`src/rtl/mem_block_mover_pkg.sv`:
```
// Shared definitions for the block mover: default widths, FSM states and transfer modes.
package mem_block_mover_pkg;

    localparam int MB_ADDR_W = 10;
    localparam int MB_DATA_W = 32;
    localparam int MB_LEN_W  = 11;

    typedef enum logic [1:0] {
        IDLE   = 2'd0,
        READ   = 2'd1,
        WRITE  = 2'd2,
        FINISH = 2'd3
    } state_e;

    localparam logic MODE_COPY = 1'b0;
    localparam logic MODE_FILL = 1'b1;

endpackage

```
`src/rtl/mem_block_mover.sv`:
```
// Memory-port initiator that copies a block of words or fills a block with a constant.
// Owns the single data-memory port while busy; words are processed in ascending address order.
module mem_block_mover
    import mem_block_mover_pkg::*;
#(
    parameter int ADDR_W = MB_ADDR_W,
    parameter int DATA_W = MB_DATA_W,
    parameter int LEN_W  = MB_LEN_W
) (
    input  logic              clk,
    input  logic              reset_n,
    input  logic              start,
    input  logic              mode,
    input  logic [ADDR_W-1:0] srcAddr,
    input  logic [ADDR_W-1:0] dstAddr,
    input  logic [LEN_W-1:0]  len,
    input  logic [DATA_W-1:0] fillValue,
    output logic              busy,
    output logic              done,
    output logic [ADDR_W-1:0] memAddr,
    output logic              memWE,
    output logic [DATA_W-1:0] memDataIn,
    input  logic [DATA_W-1:0] memDataOut
);

    localparam logic [ADDR_W-1:0] ADDR_ONE = ADDR_W'(1);
    localparam logic [LEN_W-1:0]  LEN_ONE  = LEN_W'(1);
    localparam logic [LEN_W-1:0]  LEN_ZERO = '0;

    state_e            state_q, state_d;
    logic              mode_q, mode_d;
    logic [ADDR_W-1:0] src_q, src_d;
    logic [ADDR_W-1:0] dst_q, dst_d;
    logic [LEN_W-1:0]  rem_q, rem_d;
    logic [DATA_W-1:0] fill_q, fill_d;
    logic [DATA_W-1:0] hold_q, hold_d;
    logic [ADDR_W-1:0] lastAddr_q, lastAddr_d;
    logic [DATA_W-1:0] lastData_q, lastData_d;

    always_ff @(posedge clk or negedge reset_n) begin
        if (!reset_n) begin
            state_q    <= IDLE;
            mode_q     <= MODE_COPY;
            src_q      <= '0;
            dst_q      <= '0;
            rem_q      <= '0;
            fill_q     <= '0;
            hold_q     <= '0;
            lastAddr_q <= '0;
            lastData_q <= '0;
        end else begin
            state_q    <= state_d;
            mode_q     <= mode_d;
            src_q      <= src_d;
            dst_q      <= dst_d;
            rem_q      <= rem_d;
            fill_q     <= fill_d;
            hold_q     <= hold_d;
            lastAddr_q <= lastAddr_d;
            lastData_q <= lastData_d;
        end
    end

    // The port outputs are combinational from state so a reset drops memWE immediately;
    // outside READ/WRITE the address and write data replay their last driven values.
    always_comb begin
        state_d   = state_q;
        mode_d    = mode_q;
        src_d     = src_q;
        dst_d     = dst_q;
        rem_d     = rem_q;
        fill_d    = fill_q;
        hold_d    = hold_q;
        busy      = (state_q != IDLE);
        done      = 1'b0;
        memWE     = 1'b0;
        memAddr   = lastAddr_q;
        memDataIn = lastData_q;

        unique case (state_q)
            IDLE: begin
                if (start) begin
                    mode_d = mode;
                    src_d  = srcAddr;
                    dst_d  = dstAddr;
                    rem_d  = len;
                    fill_d = fillValue;
                    if (len == LEN_ZERO)
                        state_d = FINISH;
                    else if (mode == MODE_FILL)
                        state_d = WRITE;
                    else
                        state_d = READ;
                end
            end
            READ: begin
                memAddr = src_q;
                hold_d  = memDataOut;
                state_d = WRITE;
            end
            WRITE: begin
                memAddr   = dst_q;
                memWE     = 1'b1;
                memDataIn = (mode_q == MODE_FILL) ? fill_q : hold_q;
                src_d     = src_q + ADDR_ONE;
                dst_d     = dst_q + ADDR_ONE;
                rem_d     = rem_q - LEN_ONE;
                if (rem_q == LEN_ONE)
                    state_d = FINISH;
                else if (mode_q == MODE_FILL)
                    state_d = WRITE;
                else
                    state_d = READ;
            end
            FINISH: begin
                done    = 1'b1;
                state_d = IDLE;
            end
            default: state_d = IDLE;
        endcase

        lastAddr_d = memAddr;
        lastData_d = memDataIn;
    end

endmodule
```
`config.mk`:
```
export PLATFORM = sky130hd
export DESIGN_NAME = mem_block_mover
export DESIGN_NICKNAME = d
export VERILOG_FILES = /design/src/rtl/mem_block_mover_pkg.sv /design/src/rtl/mem_block_mover.sv
export SDC_FILE = /design/constraint.sdc
export NUM_CORES = 1
export LEC_CHECK = 0
export ABC_AREA = 1
export BUFFER_PORTS_ARGS = -buffer_cell sky130_fd_sc_hd__buf_2
export CELL_PAD_IN_SITES_DETAIL_PLACEMENT = 1
export CELL_PAD_IN_SITES_GLOBAL_PLACEMENT = 1
export CORE_UTILIZATION = 32
export CTS_CLUSTER_DIAMETER = 50
export CTS_CLUSTER_SIZE = 28
export DETAILED_ROUTE_END_ITERATION = 6
export MAX_ROUTING_LAYER = met4
export PLACE_DENSITY_LB_ADDON = 0.1
export SYNTH_ARGS = -nofsm -noshare
export SYNTH_HDL_FRONTEND = slang
export SYNTH_SLANG_ARGS = --single-unit
```
`constraint.sdc`:
```
create_clock -name clk -period 2.2 [get_ports clk]
set_input_delay 0.22 -clock clk [delete_from_list [all_inputs] [get_ports clk]]
set_output_delay 0.22 -clock clk [all_outputs]
set_load 0.03 [all_outputs]
```
==> results.md, run 1 <==
* Outcome: complete, no violations
* Slew headroom at 0.6701
* Leakage at 4.533 nW
* CTS tree: built
* DIE AREA at 21,050 µm²
* Minimum clock period at 2.113 ns
* Placed cell count at 1,226
* Final Instance Area at 8925 µm²
* IO Pins at 144
* Core area at 19,780 µm²
* Clock Tree Buf Depth at 2
* Die Height at 145.1 µm
* Sw frac at 0.4652
* Hpwl dp at 14.03 mm
* Routed Wire Length at 21.19 mm
* Initial Util at 0.3312
* Hold Crit Start: memDataOut[3]
* Crit path required time at 1.98 ns
* Post-Synthesis Cells at 838
* Worst-margin pin slew at 0.4948 ns
* CTS Buf Count at 17
* Combinational share of power at 0.507
* Post-route DRC at 0
* Worst min-delay path class: input port to register
* Largest net degree at the start of global routing at 49
* H-tree depth at 4
* Area Overhead vs Synth at 36.23%
* Port Buf Inserts at 143
* Max-cap viol count at 0
* Setup CP Type: register to output port
* M1 GR Usage at 0.2713
* Drt first-iter violations at 207
* Clock Sinks at 140
* Sequential power share at 0.307
* Non-Filler Instances at 1,313
* Post-Place Worst Slack at 0.2790 ns
* Most used DFF post-synth: dfrtp_1
* CP Max Fanout at 20
* Std-Cell Rows at 51
* Met3 usage at 0.05157
* Grt total ovfl at 0
* Period utilization at 0.9606
* Post-synthesis sequential area ratio at 0.5348
* Cell accounting for the most synthesized area: dfrtp_1
* Fmax at 0.4732 GHz
* Chip Width at 145.1 µm
* Yosys reg bits at 140
* Distinct cells, synth at 33
* Total Routing Usage GR at 0.2179
* Critical path origin: state_q[0]
* Clock transition at path regs at 0.07 ns
* Endpoints failing setup at 0
* Drt first pass iters at 6
* Vias in the first global route at 6,645
* Fin. Hold Viols at 0
* Layout cells sized above 1 at 0.2261
* DR WL/cell at 16.14 µm
* M2 GR Usage at 0.3591
* Sw power at 7.004 mW
* Clock Latency Late Sink at 0.43 ns
* Synth area leaders: dfrtp_1 (53%), nand2_1 (20%), o21ai_0 (6.6%), nor2_1 (4.6%), inv_1 (2.1%)
* Vias per cell at 4.713
* Routed vias at 6,188
* Final Util at 0.4512
* Final Max Slew Viols at 0
* Fill count at 2,409
* CTS root buf: clkbuf_16
* N_diodes at 0
* Gp weighted congestion at 0.7999
* Clock group share of total power at 0.185
* Yosys warnings at 0
* Pwr Density at 1687 nW/µm²
* Final WS setup at 0.08674 ns
* CP arrival at 1.89 ns
* Remaining antenna violation count at 0
* Critical path capture point type: output port
* First-pass GRT wire length at 35.25 mm
* Pint at 8.053 mW
* Worst r2r src: state_q[0]
* Initial antenna violation count at 0
* Post-synth EDFFs at 0
* Synthesized Nets at 945
* Netlist Area Pre-Place at 6551 µm²
* Yosys top cell area share at 0.5348
* GR peak layer: met2
* Worst clock skew at 0.01437 ns
* Setup crit start kind: register
* VDD IR max at 0.7723 mV
* Mapped Avg Cell Area at 7.818 µm²
* Dpl cell area at 7646 µm²
* Async S/R FF share, synth at 1.000
* Fin nets at 1,142
cell usage after synthesis (all sizes together), types with 2 or more instances:
cell type,instances
o22ai,2
nand3,24
nor2,83
a21oi,13
ha,8
o21ai,101
nand4,4
clkbuf,25
nand2,347
a31oi,14
o211ai,3
buf,18
xnor2,2
dfrtp,140
or2,2
nand3b,3
nor3,3
inv,41
layout make-up:
type | instances | area, µm² | area share
Tap cell | 265 | 331.6 | 0.03715
Inverter | 42 | 160.2 | 0.01794
Sequential cell | 140 | 3503 | 0.3925
Clock buffer | 19 | 432.9 | 0.04851
Clock inverter | 13 | 130.1 | 0.01458
Timing Repair Buffer | 221 | 1553 | 0.1740
Multi-Input combinational cell | 613 | 2814 | 0.3153
registers in the layout (all words and copies together) (netlist names), 2 cells and up:
| register | flops |
|---|---|
| fill_q | 32 |
| hold_q | 32 |
| lastData_q | 32 |
| rem_q | 11 |
| dst_q | 10 |
| lastAddr_q | 10 |
| src_q | 10 |
| state_q | 2 |
what timing repair did:
action	in CTS	in global routing
gates cloned	1	0
hold endpoints to repair	89	1
endpoints found under the setup margin	30	32
setup buffers	2	5
gates resized for setup	15	33
hold buffers	46	1
pin swaps	1	8
stage by stage:
stage	hold WS, ns	setup TNS [ns]	power [mW]
finish	0.01150	0	15.06
global route	0.004850	-0.02978	16.22
CTS	0.0005858	0	14.87
detailed placement	0.1857	0	11.63
global placement	0.1874	0	11.52
floorplan	-0.07559	-0.02794	9.412
power groups by stage:
stage | combinational (mW) | clock, mW | sequential, mW
after CTS | 7.39 | 2.87 | 4.62
after global routing | 8.46 | 2.97 | 4.80
after detailed placement | 6.99 | 0 | 4.64
final | 7.64 | 2.79 | 4.63
after global placement | 6.90 | 0 | 4.62
after floorplan | 5.00 | 0 | 4.41
cell families after synthesis:
logic type / after synthesis / synth area share
flops: 140 / 0.5348
compound gates: 135 / 0.1091
buf+inv: 85 / 0.05615
fa+ha+maj: 8 / 0.01528
xor+xnor: 3 / 0.004011
simple gates: 467 / 0.2808
per-layer routing:
layer | share of wire | vias to the layer above | wire length, µm
li1 | - | 3055 | -
met4 | 0.0092 | 0 | 195
met2 | 0.48 | 114 | 10280
met3 | 0.039 | 17 | 829
met1 | 0.47 | 3002 | 9886
met5 | 0 | - | 0
cells in the final DEF, fill, tap and decap left out, drive strengths merged, types with 2 or more instances in the layout:
cell | Yosys | layout
a21oi | 13 | 13
nand3b | 3 | 3
clkbuf | 25 | 19
or2 | 2 | 2
o22ai | 2 | 2
nand2 | 347 | 347
clkinv | 1 | 2
ha | 8 | 8
nor3 | 3 | 3
nand3 | 24 | 24
o211ai | 3 | 3
clkinvlp | 0 | 4
nand4 | 4 | 4
dlygate4sd3 | 0 | 47
buf | 18 | 173
a31oi | 14 | 14
dfrtp | 140 | 140
o21ai | 101 | 101
inv | 41 | 48
xnor2 | 2 | 2
nor2 | 83 | 83
worst paths after layout:
path,to,slack (ns),depth (start not counted)
max,memDataIn[26],0.09,6
min,hold_q[3],0.01,3
max reg2reg,rem_q[8],0.31,9
min reg2reg,lastData_q[24],0.46,2
max in group asynchronous,lastData_q[24],1.11,3
min in group asynchronous,fill_q[8],0.29,2
critical path, cell delays in order, from the launching register on:
cell,delay [ns]
dfrtp_1,0.39
inv_2,0.11
ha_4,0.21
buf_8,0.17
o21ai_0,0.11
o21ai_1,0.25
buf_4,0.21
Power figures use the tool's default switching activity.
==> run 2: changes to the inputs <==
--- a/config.mk
+++ b/config.mk
@@ -7,14 +7,12 @@
 export LEC_CHECK = 0
 export ABC_AREA = 1
 export BUFFER_PORTS_ARGS = -buffer_cell sky130_fd_sc_hd__buf_2
-export CELL_PAD_IN_SITES_DETAIL_PLACEMENT = 1
-export CELL_PAD_IN_SITES_GLOBAL_PLACEMENT = 1
+export CORE_ASPECT_RATIO = 1.2
 export CORE_UTILIZATION = 32
 export CTS_CLUSTER_DIAMETER = 50
 export CTS_CLUSTER_SIZE = 28
 export DETAILED_ROUTE_END_ITERATION = 6
 export MAX_ROUTING_LAYER = met4
-export PLACE_DENSITY_LB_ADDON = 0.1
 export SYNTH_ARGS = -nofsm -noshare
 export SYNTH_HDL_FRONTEND = slang
 export SYNTH_SLANG_ARGS = --single-unit
==> run 2 against run 1 <==
  * Critical path depth is 1 higher
  * Largest power group unchanged
  * Clock-buffer cell count is 1 lower
  * Non-clock buffer count is 1 higher
  * Core utilization is 0.95 points higher
  * Via count is 0.82% higher
  * Largest cell class unchanged
  * Design area is 2.3% higher
  * Sequential power is 1% lower
  * Die area hardly changed
  * Wire length is 5.3% lower
  * Power is 3.5% higher
  * Global-route usage is 2.3 points lower
==> results.md, run 2 (synthesis gave the netlist of run 1 again) <==
* Multi-input logic area at 2815 µm²
* Fin nets at 1,143
* Gp weighted congestion at 0.7995
* H-tree depth at 4
* Placed cell count at 1,213
* Initial antenna violation count at 0
* DIE AREA at 21,050 µm²
* CP Cell Sequence: inv_4, ha_4, clkbuf_16, buf_4, nand2_1, a31oi_4, buf_6
* Setup crit start kind: register
* Post-route DRC at 0
* Worst min-delay path class: input port to register
* Die Height at 158.7 µm
* Non-Filler Instances at 1,310
* Clock Sinks at 140
* GR peak layer: met2
* CP bufs+invs at 4
* Remaining antenna violation count at 0
* Met3 usage at 0.03448
* Minimum clock period at 2.170 ns
* FF/Latch Area at 3505 µm²
* Tot Pwr at 15.58 mW
* DR WL/cell at 15.32 µm
* IO Pins at 144
* Max-cap viol count at 0
* Hold Crit Depth at 3
* Drt first-iter violations at 381
* Std-Cell Rows at 56
* Crit path required time at 1.98 ns
* Clock transition at path regs at 0.06 ns
* Routed Wire Length at 20.07 mm
* Fill count at 1,965
* Setup CP Type: register to output port
* Layout cells sized above 1 at 0.2316
* Routed vias at 6,239
* Leakage at 4.635 nW
* N_diodes at 0
* Area Overhead vs Synth at 39.42%
* CP Max Fanout at 9
* CP max stage cell: dfrtp_2
* Most frequent cells in the layout: nand2_1 (346), dfrtp_1 (139), buf_2 (118)
* RSZ-0062 raised after global routing: true
* Leading cell type in the layout, fill and taps excluded: nand2_1
* CTS root buf: clkbuf_16
* First-pass GRT wire length at 31.65 mm
* CP Depth at 7
* Vias per cell at 4.763
* Total Routing Usage GR at 0.1948
* Cell family with most CP delay: buffers and inverters
* Period utilization at 0.9864
* Critical path capture point type: output port
* Largest regs: fill_q: 32 flops, hold_q: 32 flops, lastData_q: 32 flops
* Fmax at 0.4608 GHz
* Final Max Slew Viols at 0
* Fin. Hold Viols at 0
* Chip Width at 132.6 µm
* Core area at 19,830 µm²
* Outcome: complete, no violations
* Port Buf Inserts at 143
* Worst-margin pin slew at 0.4515 ns
* Slew headroom at 0.6990
* Reg2reg path depth at 10
* Grt total ovfl at 0
* M2 GR Usage at 0.3232
* CTS Buf Count at 17
* Endpoints failing setup at 0
* Clock Latency Late Sink at 0.43 ns
* M1 GR Usage at 0.2439
* CTS tree: built
* Worst clock skew at 0.01733 ns
* Drt first pass iters at 7
* VDD IR max at 0.8306 mV
* Initial Util at 0.3304
* Clock Tree Buf Depth at 2
* Vias in the first global route at 6,243
* Pwr Density at 1706 nW/µm²
* Hpwl dp at 12.12 mm
* Max incr delay on CP at 0.43 ns
* Largest net degree at the start of global routing at 80
* CP arrival at 1.95 ns
-- run 2: cell types whose count changed in the layout (fill, tap and decap cells not counted), sizes merged --
cell	previous run	this run
dlygate4sd3	47	45
buf	173	168
clkbuf	19	26
clkinv	2	4
clkinvlp	4	2
bufinv	1	2
-- run 2: routing by layer --
layer	wire length (µm)	up-vias
li1	-	3068
met3	949	14
met1	9036	2974
met5	0	-
met2	9885	183
met4	195	0
-- run 2: area by class of cell --
class	instances	share of cell area
Tap cell	261	0.03575
Clock buffer	18	0.04808
Multi-Input combinational cell	613	0.3082
Inverter	42	0.01808
Timing Repair Buffer	222	0.1892
Sequential cell	140	0.3837
Clock inverter	14	0.01699
-- run 2: where the power goes --
part,total (mW),leakage [nW],internal (mW),switching (mW)
sequential,4.57,1.71,3.86,0.715
combinational,8.06,2.63,2.96,5.10
clock,2.95,0.289,1.72,1.23
-- run 2: worst paths after layout --
path                       slack, ns              to            from
hold / removal                 0.003       hold_q[1]   memDataOut[1]
max in group asynchronous       1.46       hold_q[9]         reset_n
min in group asynchronous       0.34        dst_q[9]         reset_n
setup / recovery                0.03      memAddr[2]      state_q[0]
hold reg to reg                 0.47  lastData_q[22]  lastData_q[22]
setup reg to reg                0.22        rem_q[4]      state_q[0]
-- run 2: worst reg2reg max path, cell delays in order (launching register included) --
cell and delay (ns):
dfrtp_2 0.43, inv_4 0.09, ha_4 0.18, buf_6 0.14, inv_4 0.08, nor2_2 0.24, nor2_8 0.07, inv_4 0.28
o21ai_1 0.16, o21ai_1 0.15, nand2_1 0.06
-- run 2: repair_timing --
action,CTS,global route
setup buffers,0,14
cloned,1,5
resized for setup,8,65
endpoints found under the hold margin,184,0
endpoints found under the setup margin,31,27
hold buffers,45,0
pin swaps,1,7
-- run 2: through the flow --
| stage | setup TNS (ns) | worst slack [ns] | cell area (µm²) | util | hold WS, ns |
|---|---|---|---|---|---|
| finish | 0 | 0.02987 | 9134 | 0.4606 | 0.002790 |
| floorplan | -0.02794 | -0.02794 | 6598 | - | -0.07559 |
| detailed placement | 0 | 0.3171 | 7636 | 0.3851 | 0.2461 |
| global placement | 0 | 0.3686 | 7636 | 0.3851 | 0.2500 |
| global route | -0.1195 | -0.03362 | 9134 | 0.4606 | 0.01179 |
| CTS | 0 | 0.02419 | 8743 | 0.4409 | 0.0005959 |
==> run 3: changes to the inputs <==
--- a/config.mk
+++ b/config.mk
@@ -8,11 +8,12 @@
 export ABC_AREA = 1
 export BUFFER_PORTS_ARGS = -buffer_cell sky130_fd_sc_hd__buf_2
 export CORE_ASPECT_RATIO = 1.2
-export CORE_UTILIZATION = 32
+export CORE_UTILIZATION = 54
 export CTS_CLUSTER_DIAMETER = 50
 export CTS_CLUSTER_SIZE = 28
 export DETAILED_ROUTE_END_ITERATION = 6
 export MAX_ROUTING_LAYER = met4
+export PLACE_DENSITY = 0.79
 export SYNTH_ARGS = -nofsm -noshare
 export SYNTH_HDL_FRONTEND = slang
 export SYNTH_SLANG_ARGS = --single-unit
==> run 3 against run 2 <==
  * Combinational power is 13% lower
  * Die area down 40%
  * Non-clock buffer count decreased by 43
  * Critical path type unchanged
  * Largest cell class unchanged
==> results.md, run 3 (synthesis gave the netlist of run 1 again) <==
* Outcome: complete, no violations
* Layout cells sized above 1 at 0.2147
* Leading cell type in the layout, fill and taps excluded: nand2_1
* Grt total ovfl at 0
* Dpl cell area at 7476 µm²
* Worst reg-to-reg setup slack at 0.25 ns
* Fill count at 929
* Die Height at 122.7 µm
* Gp weighted congestion at 0.8368
* CTS root buf: clkbuf_16
* Largest net degree at the start of global routing at 64
* Tot Pwr at 14.75 mW
* Final Max Slew Viols at 0
* Met3 usage at 0.05011
* Critical path capture point type: output port
* Routed vias at 6,137
* Reg2reg path depth at 9
* Post-Place Worst Slack at 0.2740 ns
* Initial antenna violation count at 1
* CP arrival at 1.90 ns
* Pwr Density at 1754 nW/µm²
* Clock Sinks at 140
* Hold_ws at 0.008483 ns
* DR WL/cell at 14.57 µm
* Period utilization at 0.9639
* CP Max Fanout at 20
* H-tree depth at 4
* Endpoints failing setup at 0
* Drt first-iter violations at 403
* Crit path required time at 1.98 ns
* Std-Cell Rows at 43
* Chip Width at 102.6 µm
* Clock Tree Buf Depth at 2
* Remaining antenna violation count at 0
* Fin nets at 1,100
* Worst-margin pin slew at 0.6166 ns
* VDD IR max at 1.219 mV
* Clock transition at path regs at 0.06 ns
* Final WS setup at 0.07942 ns
* Port Buf Inserts at 143
* Worst r2r src: state_q[1]
* Multi-input logic area at 2754 µm²
* Setup crit start kind: register
* Core area at 11,670 µm²
* M2 GR Usage at 0.4767
* Post-route DRC at 0
* M1 GR Usage at 0.3640
* Vias in the first global route at 5,871
* Drt first pass iters at 5
* Total Routing Usage GR at 0.2917
* Hold Crit Depth at 3
* Final Util at 0.7203
* Initial Util at 0.5611
* Vias per cell at 5.272
* IO Pins at 144
* DIE AREA at 12,580 µm²
* FF/Latch Area at 3503 µm²
* Worst min-delay path class: input port to register
* Clock Latency Late Sink at 0.41 ns
* First-pass GRT wire length at 27.28 mm
* Routed Wire Length at 16.96 mm
* Max-cap viol count at 0
* Fmax at 0.4716 GHz
* Setup CP Type: register to output port
* Worst clock skew at 0.009284 ns
* Minimum clock period at 2.121 ns
* Slew headroom at 0.5889
* Largest regs: fill_q: 32 flops, hold_q: 32 flops, lastData_q: 32 flops
* CTS Buf Count at 17
* Leakage at 4.381 nW
* WHS Endpoint: hold_q[8]
* CTS tree: built
* Area Overhead vs Synth at 28.36%
* GR peak layer: met2
* Hold Crit Start: memDataOut[8]
* RR Endpoint: rem_q[4]
* Hpwl dp at 10.78 mm
* Most frequent cells in the layout: nand2_1 (346), dfrtp_1 (140), buf_2 (133)
* Final Instance Area at 8409 µm²
* Fin. Hold Viols at 0
[run 3: worst max-delay path by stage]
| stage | start | to | slack, ns | cells after the start |
|---|---|---|---|---|
| after global routing | state_q[1] | memAddr[1] | -0.006 | 6 |
| after global placement | state_q[1] | rem_q[6] | 0.35 | 9 |
| final | state_q[1] | memAddr[6] | 0.08 | 6 |
| after detailed placement | state_q[0] | rem_q[6] | 0.27 | 9 |
| after floorplan | state_q[0] | memDataIn[15] | -0.03 | 7 |
| after CTS | state_q[0] | memDataIn[26] | 0.0008 | 6 |
[run 3: timing repair]
| item | 4_1_cts | 5_1_grt |
|---|---|---|
| gates resized for setup | 8 | 10 |
| pin swaps | 0 | 3 |
| hold buffers | 17 | 1 |
| buffers inserted | 0 | 2 |
| setup endpoints to repair | 29 | 42 |
| hold endpoints to repair | 77 | 1 |
| gates cloned | 1 | 0 |
[run 3: metrics by stage]
| stage | TNS, ns | instances |
|---|---|---|
| CTS | 0 | 1160 |
| global placement | 0 | 1110 |
| global route | -0.01204 | 1164 |
| detailed placement | 0 | 1110 |
| finish | 0 | 1164 |
| floorplan | -0.02794 | 838 |
[run 3: worst max-delay path, cell delays in order, from the launching register on]
cell     delay (ns)
dfrtp_1        0.40
inv_1          0.10
ha_1           0.32
buf_8          0.19
nor2_1         0.06
a31oi_1        0.21
buf_4          0.21
[run 3: per-layer routing]
metal / vias to the layer above / part of all wire
met5: - / 0
met4: 0 / 0.017
met3: 24 / 0.063
met2: 244 / 0.51
met1: 2890 / 0.41
li1: 2979 / -
[run 3: final cells by class]
cell class / instances / share of cell area
Multi-Input combinational cell: 613 / 0.3275
Inverter: 42 / 0.01904
Clock inverter: 13 / 0.02544
Antenna cell: 1 / 0.0002976
Timing Repair Buffer: 179 / 0.1363
Sequential cell: 140 / 0.4166
Clock buffer: 19 / 0.05148
Tap cell: 157 / 0.02336
[run 3: report_power, final]
part | total (mW) | internal [mW] | switching (mW) | leakage [nW]
logic | 7.05 | 2.28 | 4.77 | 2.36
clock network | 3.12 | 2.02 | 1.10 | 0.308
registers | 4.58 | 3.86 | 0.720 | 1.72
